**src/rtl/cmd_resp_tx_pkg.sv**
```systemverilog
// -----------------------------------------------------------------------------
// cmd_resp_tx_pkg
//   Shared definitions for the UART command path: command and ack codes, the
//   default matched-string length, the response serializer state encoding, and
//   a helper that computes the frame length of a response record.
//   Optional feature macro: RESP_CHECKSUM_EN (adds one trailing XOR byte).
// -----------------------------------------------------------------------------
package cmd_resp_tx_pkg;

   // command codes (cmd_parser side)
   localparam logic [7:0] CMD_SET_HASH = 8'h01;
   localparam logic [7:0] CMD_SEND_STR = 8'h02;

   // ack / status codes
   localparam logic [7:0] ACK_OK       = 8'h01;
   localparam logic [7:0] ACK_MATCH    = 8'h02;

   // "The quick brown fox"
   localparam int unsigned STR_BYTES_DEF = 19;

   typedef enum logic [1:0] {
      S_IDLE  = 2'd0,
      S_SEND  = 2'd1,
      S_GUARD = 2'd2,
      S_WAIT  = 2'd3
   } resp_state_t;

   // Number of bytes in a frame: code only, or code + 2-byte position + string,
   // plus the trailing checksum byte when enabled.
   function automatic logic [7:0] frame_len(input logic has_pl,
                                            input int unsigned str_bytes);
      logic [7:0] n;
      n = has_pl ? 8'(3 + str_bytes) : 8'd1;
`ifdef RESP_CHECKSUM_EN
      n = n + 8'd1;
`endif
      return n;
   endfunction

endpackage

```
**src/rtl/cmd_resp_tx.sv**
```systemverilog
// -----------------------------------------------------------------------------
// cmd_resp_tx
//   Response serializer for the UART command path. Accepts one response record
//   (code, optional match position + matched string) and emits it as a byte
//   frame over the uart_tx start/busy handshake.
//
//   Ports
//     clk, reset            clock, asynchronous active-high reset
//     resp_valid/ready      record handshake; ready is high only when idle
//     resp_code             first byte of the frame
//     resp_has_payload      append resp_pos (MSB first) and resp_str (MSB byte first)
//     resp_pos, resp_str    payload fields
//     txd_busy              uart_tx busy
//     txd_start, txd_data   one-cycle start strobe and the byte to send
//     resp_done             one-cycle pulse once the last byte has been handed off
//
//   Parameters
//     STR_BYTES      string bytes per payload frame (<= 250, 8-bit byte counter)
//     GUARD_CYCLES   cycles after a start pulse before busy is trusted (>= 1)
//
//   Optional feature macro: RESP_CHECKSUM_EN appends the XOR of all preceding
//   frame bytes as a trailing byte.
// -----------------------------------------------------------------------------
module cmd_resp_tx
   import cmd_resp_tx_pkg::*;
#(
   parameter int unsigned STR_BYTES    = STR_BYTES_DEF,
   parameter int unsigned GUARD_CYCLES = 1
) (
   input  logic                   clk,
   input  logic                   reset,
   input  logic                   resp_valid,
   output logic                   resp_ready,
   input  logic [7:0]             resp_code,
   input  logic                   resp_has_payload,
   input  logic [15:0]            resp_pos,
   input  logic [8*STR_BYTES-1:0] resp_str,
   input  logic                   txd_busy,
   output logic                   txd_start,
   output logic [7:0]             txd_data,
   output logic                   resp_done
);

   localparam int unsigned BUF_W = 8 * (3 + STR_BYTES);

   resp_state_t      state_q;
   logic [BUF_W-1:0] buf_q;
   logic [7:0]       cnt_q;
   logic [7:0]       guard_q;
   logic             txd_start_q;
   logic [7:0]       txd_data_q;
   logic             done_q;

   logic [BUF_W-1:0] cap_d;
   logic [7:0]       len_d;
   logic [7:0]       byte_d;

`ifdef RESP_CHECKSUM_EN
   logic [7:0]       csum_q;
`endif

   assign resp_ready = (state_q == S_IDLE);
   assign txd_start  = txd_start_q;
   assign txd_data   = txd_data_q;
   assign resp_done  = done_q;

   // Capture image: the byte to send next always sits in the top byte.
   always_comb begin
      cap_d = '0;
      if (resp_has_payload)
         cap_d = {resp_code, resp_pos, resp_str};
      else
         cap_d[BUF_W-1 -: 8] = resp_code;
      len_d = frame_len(resp_has_payload, STR_BYTES);
   end

   always_comb begin
      byte_d = buf_q[BUF_W-1 -: 8];
`ifdef RESP_CHECKSUM_EN
      if (cnt_q == 8'd1)
         byte_d = csum_q;
`endif
   end

   always_ff @(posedge clk or posedge reset) begin
      if (reset) begin
         state_q     <= S_IDLE;
         buf_q       <= '0;
         cnt_q       <= '0;
         guard_q     <= '0;
         txd_start_q <= 1'b0;
         txd_data_q  <= '0;
         done_q      <= 1'b0;
`ifdef RESP_CHECKSUM_EN
         csum_q      <= '0;
`endif
      end else begin
         txd_start_q <= 1'b0;
         done_q      <= 1'b0;
         case (state_q)
            S_IDLE: begin
               if (resp_valid) begin
                  // With uart_tx idle, the code byte is launched straight from
                  // the accept cycle so the first start follows acceptance by
                  // one cycle; otherwise the record waits in SEND.
                  if (!txd_busy) begin
                     txd_start_q <= 1'b1;
                     txd_data_q  <= resp_code;
                     buf_q       <= {cap_d[BUF_W-9:0], 8'h00};
                     cnt_q       <= len_d - 8'd1;
                     guard_q     <= 8'(GUARD_CYCLES - 1);
                     state_q     <= S_GUARD;
`ifdef RESP_CHECKSUM_EN
                     csum_q      <= resp_code;
`endif
                  end else begin
                     buf_q       <= cap_d;
                     cnt_q       <= len_d;
                     state_q     <= S_SEND;
`ifdef RESP_CHECKSUM_EN
                     csum_q      <= '0;
`endif
                  end
               end
            end
            S_SEND: begin
               if (!txd_busy) begin
                  txd_start_q <= 1'b1;
                  txd_data_q  <= byte_d;
                  buf_q       <= {buf_q[BUF_W-9:0], 8'h00};
                  cnt_q       <= cnt_q - 8'd1;
                  guard_q     <= 8'(GUARD_CYCLES - 1);
                  state_q     <= S_GUARD;
`ifdef RESP_CHECKSUM_EN
                  csum_q      <= csum_q ^ byte_d;
`endif
               end
            end
            S_GUARD: begin
               // uart_tx raises busy a cycle after it sees start
               if (guard_q == 8'd0)
                  state_q <= S_WAIT;
               else
                  guard_q <= guard_q - 8'd1;
            end
            S_WAIT: begin
               if (!txd_busy) begin
                  if (cnt_q != 8'd0) begin
                     state_q <= S_SEND;
                  end else begin
                     done_q  <= 1'b1;
                     state_q <= S_IDLE;
                  end
               end
            end
            default: state_q <= S_IDLE;
         endcase
      end
   end

endmodule

```
**config.mk**
```make
export PLATFORM = sky130hd
export DESIGN_NAME = cmd_resp_tx
export DESIGN_NICKNAME = d
export VERILOG_FILES = /design/src/rtl/cmd_resp_tx_pkg.sv /design/src/rtl/cmd_resp_tx.sv
export SDC_FILE = /design/constraint.sdc
export NUM_CORES = 1
export LEC_CHECK = 0
export ABC_AREA = 0
export BUFFER_PORTS_ARGS = -buffer_cell sky130_fd_sc_hd__buf_4
export CAP_MARGIN = 10
export CORE_ASPECT_RATIO = 0.8
export CORE_MARGIN = 2
export CORE_UTILIZATION = 55
export CTS_BUF_LIST = sky130_fd_sc_hd__clkbuf_8
export DETAILED_ROUTE_END_ITERATION = 16
export PLACE_DENSITY = 0.81
export SYNTH_ARGS = -nofsm -noshare
export SYNTH_HDL_FRONTEND = slang
export SYNTH_SLANG_ARGS = --single-unit
```
**constraint.sdc**
```tcl
create_clock -name clk -period 10.07 [get_ports clk]
set_input_delay 2.014 -clock clk [delete_from_list [all_inputs] [get_ports clk]]
set_output_delay 2.014 -clock clk [all_outputs]
set_load 0.03 [all_outputs]
```
Yosys cells after proc, flatten, opt, wreduce, memory -nomap -nowiden
Cells that the tools add are included.

cells by class
  add/sub/neg operators = 3
  $mul = 0
  div/mod/pow operators = 0
  magnitude comparators = 0
  equality and inequality tests = 9
  shift operators = 0
  multiplexer cells = 31
  bitwise operators = 0
  reductions and logical operators = 9

operators with widths
  kind                                               number
  two-way mux 176 bit                                3
  one-hot mux 176 bit (2 select lines)               1
  two-way mux 168 bit                                1
  two-way mux 8 bit                                  9
  one-hot mux 8 bit (2 select lines)                 2
  one-hot mux 8 bit (3 select lines)                 1
  subtractor 8 x 1 -> 8 bit (second input constant)  2
  != test 2 bit (second input constant)              6
  two-way mux 2 bit                                  5
  logical NOT 8 bit                                  1
  one-hot mux 2 bit (4 select lines)                 1
  AND reduction 4 bit                                2
  nonzero test 8 bit                                 1
  two-way mux 1 bit                                  6
  AND reduction 3 bit                                2
  subtractor 5 x 1 -> 6 bit (second input constant)  1
  two-way mux 5 bit                                  1
  == test 2 bit (second input constant)              2
  nonzero test 3 bit                                 1
  == test 2 x 1 -> 1 bit (second input constant)     1
  logical NOT 2 bit                                  1
  one-hot mux 1 bit (2 select lines)                 1
  nonzero test 2 bit                                 1

word-level totals
  flip-flop bits (word level) = 204
  bits in latches = 0
  memory bits (writable) = 0
  memory bits (read-only) = 0
  bits of input ports = 181
  output and inout bits = 11
  word-level logic and storage cells = 59
  memories = 0

Logic depth before layout (Yosys ltp)
  depth in word-level cells = 5
  depth in mapped cells = 10
  depth with buffers taken out = 6

Worst setup path after synthesis
OpenSTA, ideal clock, no wires.

  path type = in2reg
  start point = input txd_busy
  end point = register buf_q[107]
  library setup time = 0.133 ns
  arrival time = 3.155 ns
  data required time = 9.937 ns
  setup slack = 6.782 ns
  cell stages on the path = 6
  buffers on the path = 3
  path through = buf_2 > clkbuf_1 > buf_2 > mux2_2 > a22oi_1 > o21ai_0

between the ends
  cells in the longest elaborated chain, start to end = 3
  elaborated cells between the ends (all ways) = 5
  those cells by class = 1 x eq/ne; 3 x mux; 1 x reduce/logical

RTL lines
  element                               line                source
  from (decl)                           cmd_resp_tx.sv:38   input logic txd_busy,
  two-way mux 176 bit                   cmd_resp_tx.sv:106  if (!txd_busy) begin
  two-way mux 176 bit                   cmd_resp_tx.sv:102  if (resp_valid) begin
  one-hot mux 176 bit (2 select lines)  cmd_resp_tx.sv:100  case (state_q)
  to (signal assigned)                  cmd_resp_tx.sv:109  buf_q <= {cap_d[BUF_W-9:0], 8'h00};
  to (signal assigned)                  cmd_resp_tx.sv:117  buf_q <= cap_d;
  to (signal assigned)                  cmd_resp_tx.sv:130  buf_q <= {buf_q[BUF_W-9:0], 8'h00};
  to (decl)                             cmd_resp_tx.sv:47   logic [BUF_W-1:0] buf_q;

Parallel ways exist; a longest one is shown, timed or not. The select of a mux whose other input is x is not followed.
A chain may end at the register's enable or synchronous reset.

Worst setup path after layout
  start point = input txd_busy
  end point = register buf_q[100]

The elaborated chain is that of the path after synthesis.

==> results summary <==
In the synthesized netlist the dominant register cell turns out to be dfrtp_1. The clock tree from TritonCTS is yes. The remaining design rule violation count came out at 0. The number of vias in the routed layout is 9167. The detail-routed via count per cell is 5.949. The maximum vdd drop came out at 0.1548 mV. The count of synthesis-stage warnings from yosys is 0.

The data arrival time at the worst-slack endpoint is 4.85 ns. The utilization of the core after routing is 66.52%. The hold-fix buffer count after cts came out at 0.

The combined global-route utilization of all metal layers is 25.49%. The initial antenna violation count came out at 0. The critical path is of the primary input to flip-flop type. The reported max-cap violation count is 0. Of all flip-flops after synthesis, the portion carrying an async set or reset was 100.0%. After clock tree synthesis, the setup repair step added 0 buffers. The sum of overflow across all layers after global routing is 0. Routability-driven placement finished with a final weighted congestion of 0.8157. The overall die area came out at 0.02149 mm². The netlist uses 48 different library cells. The first TritonRoute pass finished after 6 iterations.

For the finished layout, the period the worst path requires is 4.513 ns. The smallest setup slack after layout came out at 5.557 ns. The number of buffers created by CTS came out at 35. The die is 131.5 µm tall. The cell count after synthesis came out at 1127. The net count of the finished layout is 1450. The area growth from synthesis to layout came out at 18.13%. For the final routed database, the setup TNS stands at 0 ns. STA classifies the critical path startpoint as a primary input. The transition time at the pin with the least slew margin is 1.134 ns. The mean area per synthesized cell came out at 9.922 µm².

The multi-input combinational cells in the finished layout cover a total of 0.005603 mm². The flow ran to the end, and the final reports show no timing, DRC or antenna violations. After detailed routing, the total wire length is 27700 µm. By count the netlist is led by dfrtp_1 (204), nand2_1 (188), o21ai_0 (174). The sequential cell area fraction in the yosys report is 45.65%.

The first global-routing pass estimated 45150 µm of wire. The detailed router's first-iteration violation count is 887. After synthesis, the largest area contributor takes up 45.65% of total cell area. The number of filler cells placed in the layout came out at 1567. Counting flops with a built-in enable in the synthesized netlist gives 0. The tree is rooted in a clkbuf_8.

The number of nets with antenna violations after routing came out at 0. The final antenna diode count is 0. Gates resized during post-CTS repair numbered 0. Ranked by total cell area, the synthesized netlist is headed by dfrtp_1 (46%), mux2_2 (16%), a22oi_1 (11%), o21ai_0 (7.8%), nand2_1 (6.3%).

The power per cell area is 242.8 mW/mm². The required time at the worst-slack endpoint is 10.41 ns. Registers take 0.005105 mm². The clock tree buffer depth came out at 3. The number of rows in the core area came out at 46.

The number of top-level pins came out at 192. Setup repair after global routing left no endpoint under its margin. Clock latency on the worst-skew pair, taken at its later pin, is 0.52 ns. Once the floorplan was initialized, standard cells occupied 56.31% of the core. In this run the static leakage power is 0.005912 µW.

The placed instance count is 1486. The worst pin sits at a relative slew slack of 24.38%. The number of global-route vias before repair came out at 9123.

From left edge to right edge, the die measures 163.4 µm. The number of levels the H-tree was split into is 2. Leaving out filler cells and counting taps, the final layout contains 1541. The average detailed-routed wire length per instance came out at 17.97 µm. The final count of hold timing violations is 0. The maximum number of pins on one net before global-route repair is 129. The quantity of I/O buffers inserted on ports is 191.

CTS saw 204 sinks. Along the worst path, the maximum fanout reaches 128. The final worst-path cycle share is 44.82%. In this run the standard cell core region covers 0.01986 mm². The total nets after synthesis is 1318. The post-place setup slack is 5.029 ns. Clock-pin slew was measured on the worst setup and hold paths at 0.06 ns.

dfrtp_1 is the most common cell in the netlist. The worst clock skew came out at 0.02001 ns. The count of pins over their slew limit came to 0. The fraction of layout instances using a drive strength above 1 came out at 32.34%.

After legalization and detailed placement, the total HPWL measured 17640 µm. The endpoint class of the critical path is a flip-flop. The worst hold path belongs to the class flip-flop to flip-flop. The largest total area in the synthesized netlist belongs to dfrtp_1. Setup violations remaining at the end of the flow were counted as 0. The maximum clock rate is 0.2216 GHz. The synthesized netlist occupies a cell area of 0.01118 mm². The synthesis-stage register bit count is 204.
-- per-stage QoR --
stage	hold slack (ns)	power, µW	area [µm²]
final	0.4740	3208	13210
after global routing	0.5009	3447	13210
after CTS	0.4788	3221	13210
after detailed placement	0.4664	2531	12590
after global placement	0.4607	2473	12590
after floorplan	0.4483	2228	11180
-- metal layers --
layer / share of wire [%] / track usage (%) / up-vias / wire [µm]
met1: 44 / 35.33 / 4471 / 12170
met2: 48 / 40.90 / 275 / 13280
li1: - / - / 4377 / -
met5: 0 / 0 / - / 0
met3: 6.3 / 4.956 / 44 / 1744
met4: 1.8 / 7.080 / 0 / 503
-- power by group --
part	internal (µW)	switching, µW	total (µW)
clock network	359	326	685
logic	447	809	1260
registers	1100	161	1270
-- cells in the final DEF, fill, tap and decap left out, types with 2 or more instances in the layout --
cell type  synthesis  layout
nor4_1             2       2
and2b_1            2       2
o211ai_1           2       2
a22o_1             8       8
clkbuf_8           0      40
nor2_1             6       6
dfrtp_1          204     204
or4_1              2       2
buf_4              1     199
nand3b_1           2       2
or3_1              4       4
inv_1             11      22
ha_1              10       9
a22oi_1          160     160
nand3_1            4       4
and3_1             3       3
mux2i_1           17      17
nor2b_1           11      10
nor3_1             4       4
a21oi_1           10      10
nand2b_1           2       2
o31ai_1            9       9
nand2_1          188     188
a221oi_1           7       7
o21ai_0          174     174
mux2_2           161     161
-- logic make-up after synthesis --
logic type	count (synthesis)	share of synthesized area (%)
AO/OA/AOI/OAI	380	21.75
XOR/XNOR	1	0.07834
adder cells (fa/ha/maj)	10	1.119
buffers and inverters	116	4.487
flip-flops	204	45.65
multiplexers	178	17.74
AND/OR/NAND/NOR	238	9.175
-- worst max-delay path: stages --
cell and delay, ns:
buf_6 0.58, and2b_1 0.35, o21ai_4 0.17, buf_4 0.51
buf_4 0.91, o21ai_0 0.25
-- registers in the layout, indices dropped and copies added (netlist names) --
| register | cells |
|---|---|
| txd_data | 8 |
| guard_q | 8 |
| resp_done | 1 |
| buf_q | 176 |
| state_q | 2 |
| cnt_q | 8 |
| txd_start | 1 |
-- path summary, 6_finish.rpt --
| check | startpoint | to | slack [ns] | cells past startpoint |
|---|---|---|---|---|
| max | txd_busy | buf_q[100] | 5.56 | 6 |
| max reg2reg | state_q[1] | buf_q[100] | 6.22 | 7 |
| min | buf_q[168] | buf_q[168] | 0.47 | 2 |
| min reg2reg | buf_q[168] | buf_q[168] | 0.47 | 2 |
| max in group asynchronous | reset | buf_q[117] | 6.87 | 3 |
| min in group asynchronous | reset | cnt_q[1] | 1.65 | 2 |
-- area by class of cell --
class	instances	area share, %
timing repair buffer	200	11.40
sequential	204	38.65
multi-input combinational	807	42.42
tap	264	2.501
inverter	11	0.3694
clock buffer	40	4.168
clock inverter	15	0.5020
Power figures use the tool's default switching activity.
